$ cat config.mk
export PLATFORM = sky130hd
export DESIGN_NAME = periph_pe_resp_buffer
export DESIGN_NICKNAME = d
export VERILOG_FILES = /design/src/rtl/periph_interco_pkg.sv /design/src/rtl/periph_resp_fifo.sv /design/src/rtl/periph_pe_resp_buffer.sv
export SDC_FILE = /design/constraint.sdc
export NUM_CORES = 1
export LEC_CHECK = 0
export ABC_AREA = 0
export CORE_MARGIN = 8
export CORE_UTILIZATION = 50
export CTS_CLUSTER_DIAMETER = 60
export DETAILED_ROUTE_END_ITERATION = 10
export HOLD_SLACK_MARGIN = 0.12
export PLACE_DENSITY_LB_ADDON = 0.1
export SLEW_MARGIN = 20
export SYNTH_ARGS = -nofsm -noshare
export SYNTH_HDL_FRONTEND = slang
export SYNTH_SLANG_ARGS = --single-unit
$ cat constraint.sdc
create_clock -name clk -period 3.15 [get_ports clk]
set_input_delay 0.7875 -clock clk [delete_from_list [all_inputs] [get_ports clk]]
set_output_delay 0.7875 -clock clk [all_outputs]
set_load 0.05 [all_outputs]
$ cat src/rtl/periph_interco_pkg.sv
// Shared types and constants for the peripheral interconnect response path.
// Optional feature macro used by the top: PERIPH_RESP_BYPASS_EN.
package periph_interco_pkg;

    localparam int RESP_DATA_WIDTH           = 32;
    localparam int PERIPH_RESP_DEPTH_DEFAULT = 4;

    typedef struct packed {
        logic [RESP_DATA_WIDTH-1:0] rdata;
        logic                       opc;
    } resp_t;

    // Pointer width that stays legal for a single-entry FIFO.
    function automatic int ptr_width(input int depth);
        return (depth > 1) ? $clog2(depth) : 1;
    endfunction

endpackage

$ cat src/rtl/periph_resp_fifo.sv
// Response storage FIFO. Pointers wrap modulo DEPTH, so non-power-of-2
// depths are supported. The head reads as zero while the FIFO is empty.
module periph_resp_fifo
    import periph_interco_pkg::*;
#(
    parameter int WIDTH = RESP_DATA_WIDTH + 1,
    parameter int DEPTH = PERIPH_RESP_DEPTH_DEFAULT
) (
    input  logic                       clk,
    input  logic                       rst_n,
    input  logic                       push,
    input  logic [WIDTH-1:0]           wdata,
    input  logic                       pop,
    output logic [WIDTH-1:0]           rdata,
    output logic                       full,
    output logic                       empty,
    output logic [$clog2(DEPTH+1)-1:0] count
);

    localparam int PW = ptr_width(DEPTH);
    localparam int CW = $clog2(DEPTH + 1);

    logic [WIDTH-1:0] mem [DEPTH];
    logic [PW-1:0]    wr_ptr;
    logic [PW-1:0]    rd_ptr;
    logic             push_ok;
    logic             pop_ok;

    function automatic logic [PW-1:0] wrap_inc(input logic [PW-1:0] p);
        if (p == PW'(DEPTH - 1)) begin
            return '0;
        end
        return p + 1'b1;
    endfunction

    assign empty   = (count == '0);
    assign full    = (count == CW'(DEPTH));
    assign pop_ok  = pop & ~empty;
    assign push_ok = push & (~full | pop_ok);
    assign rdata   = empty ? '0 : mem[rd_ptr];

    // Storage write; entries need no reset since the head is masked when empty.
    always_ff @(posedge clk) begin
        if (push_ok) begin
            mem[wr_ptr] <= wdata;
        end
    end

    // Pointer and occupancy tracking; simultaneous push and pop keeps count.
    always_ff @(posedge clk) begin
        if (!rst_n) begin
            wr_ptr <= '0;
            rd_ptr <= '0;
            count  <= '0;
        end else begin
            if (push_ok) begin
                wr_ptr <= wrap_inc(wr_ptr);
            end
            if (pop_ok) begin
                rd_ptr <= wrap_inc(rd_ptr);
            end
            case ({push_ok, pop_ok})
                2'b10:   count <= count + 1'b1;
                2'b01:   count <= count - 1'b1;
                default: count <= count;
            endcase
        end
    end

endmodule

$ cat src/rtl/periph_pe_resp_buffer.sv
// PE-side response buffer with credit-based request throttling.
// Credits cover both requests in flight and responses already buffered, so a
// granted request always has a FIFO slot waiting for its response.
// Optional feature: define PERIPH_RESP_BYPASS_EN to let a response reach the
// PE combinationally when the FIFO is empty and the PE is ready.
module periph_pe_resp_buffer
    import periph_interco_pkg::*;
#(
    parameter int DATA_WIDTH = 32,
    parameter int ADDR_WIDTH = 32,
    parameter int DEPTH      = PERIPH_RESP_DEPTH_DEFAULT
) (
    input  logic                       clk,
    input  logic                       rst_n,
    input  logic                       pe_req_i,
    input  logic [ADDR_WIDTH-1:0]      pe_add_i,
    output logic                       pe_gnt_o,
    output logic                       pe_r_valid_o,
    output logic [DATA_WIDTH-1:0]      pe_r_rdata_o,
    output logic                       pe_r_opc_o,
    input  logic                       pe_r_ready_i,
    output logic                       data_req_o,
    output logic [ADDR_WIDTH-1:0]      data_add_o,
    input  logic                       data_gnt_i,
    input  logic                       data_r_valid_i,
    input  logic [DATA_WIDTH-1:0]      data_r_rdata_i,
    input  logic                       data_r_opc_i,
    output logic [$clog2(DEPTH+1)-1:0] credit_o,
    output logic                       err_o
);

    localparam int CW = $clog2(DEPTH + 1);

    logic [CW-1:0]       outstanding;
    logic [CW-1:0]       fifo_count;
    logic                fifo_full;
    logic                fifo_empty;
    logic [DATA_WIDTH:0] fifo_head;
    logic                accept;
    logic                resp_ok;
    logic                drop;
    logic                bypass;
    logic                push;
    logic                pop;

    assign credit_o   = CW'(DEPTH) - outstanding - fifo_count;
    assign data_req_o = rst_n & pe_req_i & (credit_o != '0);
    assign pe_gnt_o   = data_gnt_i & data_req_o;
    assign data_add_o = pe_add_i;

    assign accept  = data_req_o & data_gnt_i;
    assign resp_ok = data_r_valid_i & (outstanding != '0);
    assign drop    = data_r_valid_i & (outstanding == '0);

`ifdef PERIPH_RESP_BYPASS_EN
    assign bypass = rst_n & resp_ok & fifo_empty & pe_r_ready_i;
`else
    assign bypass = 1'b0;
`endif

    // The full term never blocks a legal push (credits prevent overflow);
    // it only keeps the FIFO safe against an upstream protocol violation.
    assign push = resp_ok & ~bypass & (~fifo_full | pop);
    assign pop  = ~fifo_empty & pe_r_ready_i;

    assign pe_r_valid_o = ~fifo_empty | bypass;
    assign pe_r_rdata_o = bypass ? data_r_rdata_i : fifo_head[DATA_WIDTH:1];
    assign pe_r_opc_o   = bypass ? data_r_opc_i   : fifo_head[0];

    periph_resp_fifo #(
        .WIDTH (DATA_WIDTH + 1),
        .DEPTH (DEPTH)
    ) u_fifo (
        .clk   (clk),
        .rst_n (rst_n),
        .push  (push),
        .wdata ({data_r_rdata_i, data_r_opc_i}),
        .pop   (pop),
        .rdata (fifo_head),
        .full  (fifo_full),
        .empty (fifo_empty),
        .count (fifo_count)
    );

    // Requests in flight: grant adds one, a legal response (pushed or
    // bypassed) retires one; both together cancel out.
    always_ff @(posedge clk) begin
        if (!rst_n) begin
            outstanding <= '0;
        end else begin
            case ({accept, resp_ok})
                2'b10:   outstanding <= outstanding + 1'b1;
                2'b01:   outstanding <= outstanding - 1'b1;
                default: outstanding <= outstanding;
            endcase
        end
    end

    // Sticky flag for responses that arrive with nothing outstanding.
    always_ff @(posedge clk) begin
        if (!rst_n) begin
            err_o <= 1'b0;
        end else if (drop) begin
            err_o <= 1'b1;
        end
    end

endmodule

After elaboration in Yosys (flattened, before gate mapping):

Memory sizes are Yosys's and may differ from the RTL's. A register that Yosys moved wholly into a read port is not among the register bits.
Cells that the tools add are included.

* register bits: 11
* bits in writable memories: 132
* input port bits: 71
* output and inout bits: 72
* memories kept: 1

Memories
* u_fifo.mem: depth 4, bits a word 33, read ports 1, clocked after Yosys merged registers in 1, wr ports 1, RTL line periph_resp_fifo.sv:23 `logic [WIDTH-1:0] mem [DEPTH];`

* add/sub/neg operators: 8
* equality and inequality tests: 7
* muxes and demuxes: 17
* bitwise gates (word level): 13
* reductions and logical operators: 6

Operator list (count)
* 33-bit two-way mux: 1
* 2-bit two-way mux: 6
* 3-bit case mux with 2 select lines: 2
* 1-bit AND: 9
* 2-bit == test (second input constant): 4
* 1-bit two-way mux: 8
* 3-bit by 1-bit adder with 3-bit output (second input constant): 2
* 3-bit zero test: 2
* 3-bit nonzero test: 2
* 3-bit by 1-bit subtractor with 3-bit output (second input constant): 2
* 2-bit by 1-bit adder with 2-bit output (second input constant): 2
* 2-bit by 1-bit == test with 1-bit output (second input constant): 2
* 2-bit nonzero test: 2
* 3-bit == test (second input constant): 1
* 3-bit subtractor: 1
* 3-bit subtractor (first input constant): 1
* 1-bit NOT: 2
* 1-bit bitwise OR: 2

Longest topological paths before layout:

Gate-level depths: netlist of the first run.

* depth after elaboration: 9
* depth in mapped cells: 13

Modules after synthesis:

From an unflattened synthesis of the first run, not the netlist that was laid out.

* cells, all modules: 344
* area, all modules: 6137.1 sq um

Modules (own cells, without submodules)
* periph_resp_fifo: times used 1, cells each 271, area an instance 5557.8 sq um, sequential area each 4144.0 sq um
* periph_pe_resp_buffer: times used 1, cells each 73, area an instance 579.3 sq um, sequential area each 80.1 sq um

Least setup slack after synthesis of the first run:

Ideal clock, no wire load.

* path kind: register -> output
* start point: register u_fifo.count[0]
* end point: output data_req_o
* arrival: 2231 ps
* required time: 2362 ps
* path slack: 132 ps
* cell stages (with the launch flop): 6
* path buffers: 0
* cell sequence: dfxtp_1 -> inv_1 -> ha_1 -> ha_1 -> nor2_1 -> a21oi_1

* cells in the longest elaborated chain, start to end: 3

Ends and longest elaborated chain
* start: declaration: RTL line periph_resp_fifo.sv:17 `output logic [$clog2(DEPTH+1)-1:0] count`
* start signal: assignment: RTL line periph_resp_fifo.sv:63 `2'b10: count <= count + 1'b1;`
* start signal: assignment: RTL line periph_resp_fifo.sv:64 `2'b01: count <= count - 1'b1;`
* start signal: assignment: RTL line periph_resp_fifo.sv:65 `default: count <= count;`
* 3-bit subtractor: RTL line periph_pe_resp_buffer.sv:46 `assign credit_o = CW'(DEPTH) - outstanding - fifo_count;`
* via credit_o[1]: RTL line periph_pe_resp_buffer.sv:28 `output logic [$clog2(DEPTH+1)-1:0] credit_o,`
* 3-bit nonzero test: RTL line periph_pe_resp_buffer.sv:47 `assign data_req_o = rst_n & pe_req_i & (credit_o != '0);`
* 1-bit AND: RTL line periph_pe_resp_buffer.sv:47
* end: declaration: RTL line periph_pe_resp_buffer.sv:22 `output logic data_req_o,`

The timed path passes the listed nets, and every way through them passes these cells.

Final worst setup path of the first run:

* start point: register outstanding[0]
* end point: output pe_gnt_o

* cells in the longest elaborated chain, start to end: 5

Ends and longest elaborated chain
* start: declaration: RTL line periph_pe_resp_buffer.sv:34 `logic [CW-1:0] outstanding;`
* start signal: assignment: RTL line periph_pe_resp_buffer.sv:92 `2'b10: outstanding <= outstanding + 1'b1;`
* start signal: assignment: RTL line periph_pe_resp_buffer.sv:93 `2'b01: outstanding <= outstanding - 1'b1;`
* start signal: assignment: RTL line periph_pe_resp_buffer.sv:94 `default: outstanding <= outstanding;`
* 3-bit subtractor (2 in a row): RTL line periph_pe_resp_buffer.sv:46
* 3-bit nonzero test: RTL line periph_pe_resp_buffer.sv:47
* 1-bit AND: RTL line periph_pe_resp_buffer.sv:47
* 1-bit AND: RTL line periph_pe_resp_buffer.sv:48 `assign pe_gnt_o = data_gnt_i & data_req_o;`
* end: declaration: RTL line periph_pe_resp_buffer.sv:17 `output logic pe_gnt_o,`

No other way between the ends.

==> results.toml, run 1 <==
[timing]
fin_skew_ps = 7.69
setup_viol = 0
final.period_utilization_pct = 94.6
min_period_ps = 2980
fmax_mhz = 335
whs_ps = 473
final_hold_viol_count = 0
maxSlewViolCount = 0
tightest_slew_ps = 909
slew_headroom_pct = 39.4
tns_ps = 0
finalWorstSetupSlack_ps = 169

[critical_path]
r2r-start = "outstanding[0]"
worst_setup_path_start_kind = "flip-flop"
rr_worst_depth = 13
worstReg2RegEnd = "outstanding[2]"
path_max_fanout = 4
worstSetupPathType = "reg -> out"
endpoint_kind = "primary output"
rrSetupSlack_ps = 210
cp.arrival_ps = 2190
required_ps = 2360

[finish]
design_area_um2 = 7410
drive_gt1_share_pct = 30.3
fin_nets = 482
stdcell_count = 559
final_core_util_pct = 61.9
antennaDiodeCount = 0
syn2layout_area_growth_pct = 21.5
nFillCells = 878

[global_route]
grt_most_used_layer = "met2"
use_met2_pct = 23.1
antenna_found_initial = 0
track_usage_pct = 14.9
gr-usage-met1_pct = 18.2
grt_start_max_net_pins = 34
grt_pass1_wl_um = 17800
grt_pass1_vias = 3337
use_met3_pct = 5.49
overflow = 0

[routing]
route.detailed.drc = 0
dr.pass1.iters = 4
viasPerCell = 5.40
ant_nets = 0
routed_wl_um = 11400
drtIter0Drc = 227
vias = 3020
wl_per_cell_um = 20.5

[synthesis]
synth_area_per_cell_um2 = 18.3
synthCells = 333
yosys_register_bits = 145
yosysSeqAreaShare_pct = 69.3
synth_top_area_cell = "edfxtp_1"
synth_commonest_cells = "edfxtp_1, mux4_2, buf_4"
synth_cell_types = 33
netlist_area_um2 = 6090
yosys.cell_count.top_type = "edfxtp_1"
syn-num-nets = 416
synth_edf_count = 132
async_flop_share_pct = 0
synth_top_area_share_pct = 65.0
synthFlopType = "edfxtp_1"
synth_warnings = 0
yosys-top-cells-area = "edfxtp_1, mux4_2, dfxtp_1"

[clock_tree]
numCtsBuffers = 17
postCtsHoldBufs = 0
cts_sinks = 145
cts_tree = "yes"
root_buffer = "clkbuf_16"
clkLatencyLatePin_ps = 410
cts.reportedPaths.clkPinSlew_ps = 60
h-tree-depth = 4
cts.path.max_buffers = 2

[place]
placed_cell_area_um2 = 6810
post-place-ws_ps = 155
place.gp.congestion = 0.737
place_hpwl_um = 7100
port_buffers = 78
dp.cells = 526

[floorplan]
start_util_pct = 51.0
chipHeight_um = 126
io_pins = 143
die_w_um = 126
core_area_um2 = 12000
die_area_um2 = 16000
rows = 40

[pwr]
p_total_mw = 6.64
p_per_area_nw_per_um2 = 896
vdd_drop_max_uv = 863
power_leakage_nw = 2.51

[min_path]
hold_class = "reg -> reg"
worstHoldStart = "err_o"
whs_path_depth = 2
hold-path-endpoint = "err_o"

[outcome]
status = "finished, final reports clean"

[run]
drv_cap = 0
-- cells in the final DEF, fill, tap and decap left out, types with 3 or more instances in the layout --
cell type	count
edfxtp_1	132
buf_4	42
clkdlybuf4s50_1	41
mux4_2	33
nor2b_1	30
clkbuf_16	17
inv_1	13
dfxtp_1	11
nor2_1	10
a21oi_1	9
ha_1	9
buf_12	7
xor2_1	6
clkinv_1	5
and3_2	4
o21ai_0	4
o31ai_2	3
nor2b_4	3
or3_1	3
bufinv_16	3
clkinv_2	3
-- state kept, by name (all words and copies together), names as in the netlist, named ones only --
| signal | flops |
|---|---|
| err_o | 1 |
| outstanding | 3 |
| u_fifo.count | 3 |
| u_fifo.mem | 132 |
| u_fifo.rd_ptr | 2 |
| u_fifo.wr_ptr | 2 |
-- cell type report --
cell class,instances,area [µm²],area share [%]
multi-input combinational,129,1480,20.0
tap,147,184,2.48
clock inverter,13,144,1.94
inverter,15,56.3,0.760
sequential,145,4230,57.1
timing repair buffer,91,878,11.9
clock buffer,19,433,5.85
-- metal layers --
| metal | vias to the layer above | part of all wire, % |
|---|---|---|
| met3 | 26 | 5.5 |
| met4 | 0 | 1.9 |
| li1 | 1371 | - |
| met2 | 101 | 48 |
| met1 | 1522 | 44 |
| met5 | - | 0 |
-- worst max-delay path: stages (launching register included) --
cell      delay, ps
dfxtp_1         410
inv_1           110
ha_1            210
ha_1            180
xor2_1          150
xor2_1          190
buf_4           150
a21boi_1        210
buf_12          170
-- power by group --
group	leakage (nW)	internal, mW	switching [mW]
logic	0.936	0.871	1.47
registers	1.30	2.27	0.0805
clock network	0.277	1.23	0.722
total	2.51	4.37	2.27
-- worst max path at each step --
stage / from / to / slack [ps] / cells past startpoint
final: outstanding[0] / pe_gnt_o / 170 / 8
after global routing: outstanding[0] / outstanding[2] / -20 / 13
after detailed placement: pe_r_ready_i / u_fifo.count[2] / 160 / 10
after floorplan: u_fifo.count[0] / data_req_o / 130 / 5
after global placement: pe_r_ready_i / u_fifo.count[2] / 200 / 10
after CTS: outstanding[0] / credit_o[1] / 80 / 4
-- cells by family after synthesis --
group	synth area share, %
adders and majority gates	2.71
DFF	69.3
buffers and inverters	6.65
AOI/OAI and AO/OA	1.72
and+or+nand+nor	6.24
muxes	12.4
xor gates and xnor gates	1.01
-- what timing repair did --
item,in CTS,in global routing
buffers inserted,0,1
gates resized for setup,0,3
hold endpoints to repair,0,0
endpoints found under the setup margin,0,2
Power figures use the tool's default switching activity.
==> run 2, diff against run 1 <==
--- a/config.mk
+++ b/config.mk
@@ -10,7 +10,7 @@
 export CORE_UTILIZATION = 50
 export CTS_CLUSTER_DIAMETER = 60
 export DETAILED_ROUTE_END_ITERATION = 10
-export HOLD_SLACK_MARGIN = 0.12
+export HOLD_SLACK_MARGIN = 0.02
 export PLACE_DENSITY_LB_ADDON = 0.1
 export SLEW_MARGIN = 20
 export SYNTH_ARGS = -nofsm -noshare
==> results of run 2 <==
Final layout, timing and power as in run 1 (identical DEF).
==> run 3, diff against run 2 <==
--- a/config.mk
+++ b/config.mk
@@ -7,8 +7,9 @@
 export LEC_CHECK = 0
 export ABC_AREA = 0
 export CORE_MARGIN = 8
-export CORE_UTILIZATION = 50
-export CTS_CLUSTER_DIAMETER = 60
+export CORE_UTILIZATION = 52
+export CTS_BUF_LIST = sky130_fd_sc_hd__clkbuf_4
+export CTS_CLUSTER_DIAMETER = 40
 export DETAILED_ROUTE_END_ITERATION = 10
 export HOLD_SLACK_MARGIN = 0.02
 export PLACE_DENSITY_LB_ADDON = 0.1
==> run 3 against run 2 <==
Effect of this change: cell count down 0.72%; critical path depth down 1; worst setup slack worse by 6.9 ps; global-route usage about the same; die area down 3.4%; non-clock buffer count unchanged; wire length down 4.6%; worst hold slack better by 20 ps; fmax down 0.23%; critical path type unchanged.
==> results.toml, run 3 (synthesis gave the netlist of run 1 again) <==
[routing]
dr.pass1.iters = 4
viasPerCell = 5.45
routed_wl_um = 10900
ant_nets = 0
wl_per_cell_um = 19.7
vias = 3023
drtIter0Drc = 135
route.detailed.drc = 0

[critical_path]
r2r-start = "outstanding[1]"
cp.depth = 7
worst_setup_path_start_kind = "flip-flop"
startpoint = "outstanding[1]"
worst-path-buf-inv = 2
rr_worst_depth = 13
worstReg2RegEnd = "outstanding[2]"
slowest_stage = "dfxtp_2"
crit_path_cell_trace = "ha_1 -> inv_1 -> ha_1 -> xor2_1 -> xor2_1 -> a21oi_1 -> buf_12"
cp.arrival_ps = 2200
required_ps = 2360
critPathMaxStageDelay_ps = 360
endpoint_kind = "primary output"
worstSetupPathType = "reg -> out"
cp_top_family = "XOR/XNOR gates"
rrSetupSlack_ps = 230
cp-endpoint = "data_req_o"
path_max_fanout = 5

[timing]
final.period_utilization_pct = 94.9
setup_viol = 0
tns_ps = 0
min_period_ps = 2990
maxSlewViolCount = 0
fin_skew_ps = 10.1
rsz0062_at_grt = "no"
fmax_mhz = 335
final_hold_viol_count = 0
tightest_slew_ps = 498
slew_headroom_pct = 66.7

[min_path]
worstHoldStart = "err_o"
hold_class = "reg -> reg"

[floorplan]
chipHeight_um = 124
die_area_um2 = 15400
core_area_um2 = 11400
io_pins = 143
rows = 39
start_util_pct = 53.4
die_w_um = 124

[finish]
drive_gt1_share_pct = 31.3
largest_register = "u_fifo.mem"
regArea_um2 = 4230
antennaDiodeCount = 0
top_regs = "u_fifo.mem x132, outstanding x3, u_fifo.count x3"
multiInputGateArea_um2 = 1480
fin_nets = 482
mostFrequentLayoutCell = "edfxtp_1"
syn2layout_area_growth_pct = 16.6
largest_register_ffs = 132
final_core_util_pct = 62.2
mostFrequentLayoutCells = "edfxtp_1, clkdlybuf4s50_1, buf_4"
nFillCells = 841

[clock_tree]
cts.path.max_buffers = 2
cts_sinks = 145
clkLatencyLatePin_ps = 540
cts.reportedPaths.clkPinSlew_ps = 110
h-tree-depth = 4
postCtsHoldBufs = 0
numCtsBuffers = 17
post-cts-setup-buffer-count = 0
cts_tree = "yes"
root_buffer = "clkbuf_4"

[global_route]
track_usage_pct = 14.9
antenna_found_initial = 0
grt_start_max_net_pins = 34
grt_pass1_wl_um = 17600
grt_pass1_vias = 3306
overflow = 0

[pwr]
vdd_drop_max_uv = 845
p_per_area_nw_per_um2 = 801
power_leakage_nw = 2.36

[run]
drv_cap = 0

[place]
place.gp.congestion = 0.728
port_buffers = 78
place_hpwl_um = 7090

[outcome]
status = "finished, final reports clean"
[run 3: cell count changes in the layout (fill, tap and decap cells not counted), sizes merged]
cell and delta:
inv +1, clkbuf -1, dlymetal6s2s -1, dlygate4sd2 +1
clkinv -1, bufinv -2, clkinvlp +3
[run 3: worst min-delay path by stage]
stage          cells past startpoint   endpoint  slack [ps]
6_report                           2      err_o         490
4_1_cts                            2      err_o         490
2_1_floorplan                      2  flip-flop         460
3_5_place_dp                       2      err_o         460
3_3_place_gp                       2      err_o         450
5_1_grt                            2      err_o         530
[run 3: area by class of cell]
cell class	count	area share (%)
inverter	15	0.793
timing repair buffer	91	12.8
clock buffer	18	1.90
tap	143	2.52
clock inverter	14	1.64
sequential	145	59.5
multi-input combinational	129	20.8
[run 3: worst reg2reg max path: cells and delay by family, from the launching register on]
| kind | cells | cell delay, ps |
|---|---|---|
| adder cells (fa/ha/maj) | 4 | 1030 |
| flip-flops | 1 | 360 |
| AO/OA/AOI/OAI | 2 | 360 |
| buffers and inverters | 3 | 180 |
| XOR/XNOR | 3 | 630 |
| AND/OR/NAND/NOR | 1 | 310 |
[run 3: what timing repair did]
action	in CTS	in global routing
setup endpoints to repair	1	2
resized for setup	1	2
pin swaps	0	0
[run 3: where the power goes]
part | switching (mW) | internal, mW
Sequential | 0.0597 | 2.26
Clock | 0.646 | 0.392
Combinational | 1.46 | 0.865
Total | 2.17 | 3.52
[run 3: through the flow]
stage	total power, mW	cells	cell area [µm²]	setup WS [ps]	hold slack, ps
floorplan	4.12	333	6090	132	463
global route	5.97	555	7100	23.3	532
detailed placement	4.74	523	6850	101	464
CTS	5.77	555	7100	33.8	493
global placement	4.72	523	6850	198	453
finish	5.69	555	7100	162	493
[run 3: metal layers]
metal / track usage, % / wire length [µm] / share of wire (%) / vias to the layer above
met1: 16.7 / 4500 / 41 / 1498
met5: 0 / 0 / 0 / -
met4: 7.44 / 234 / 2.1 / 0
met3: 5.91 / 789 / 7.2 / 34
met2: 24.1 / 5380 / 49 / 112
li1: - / - / - / 1379
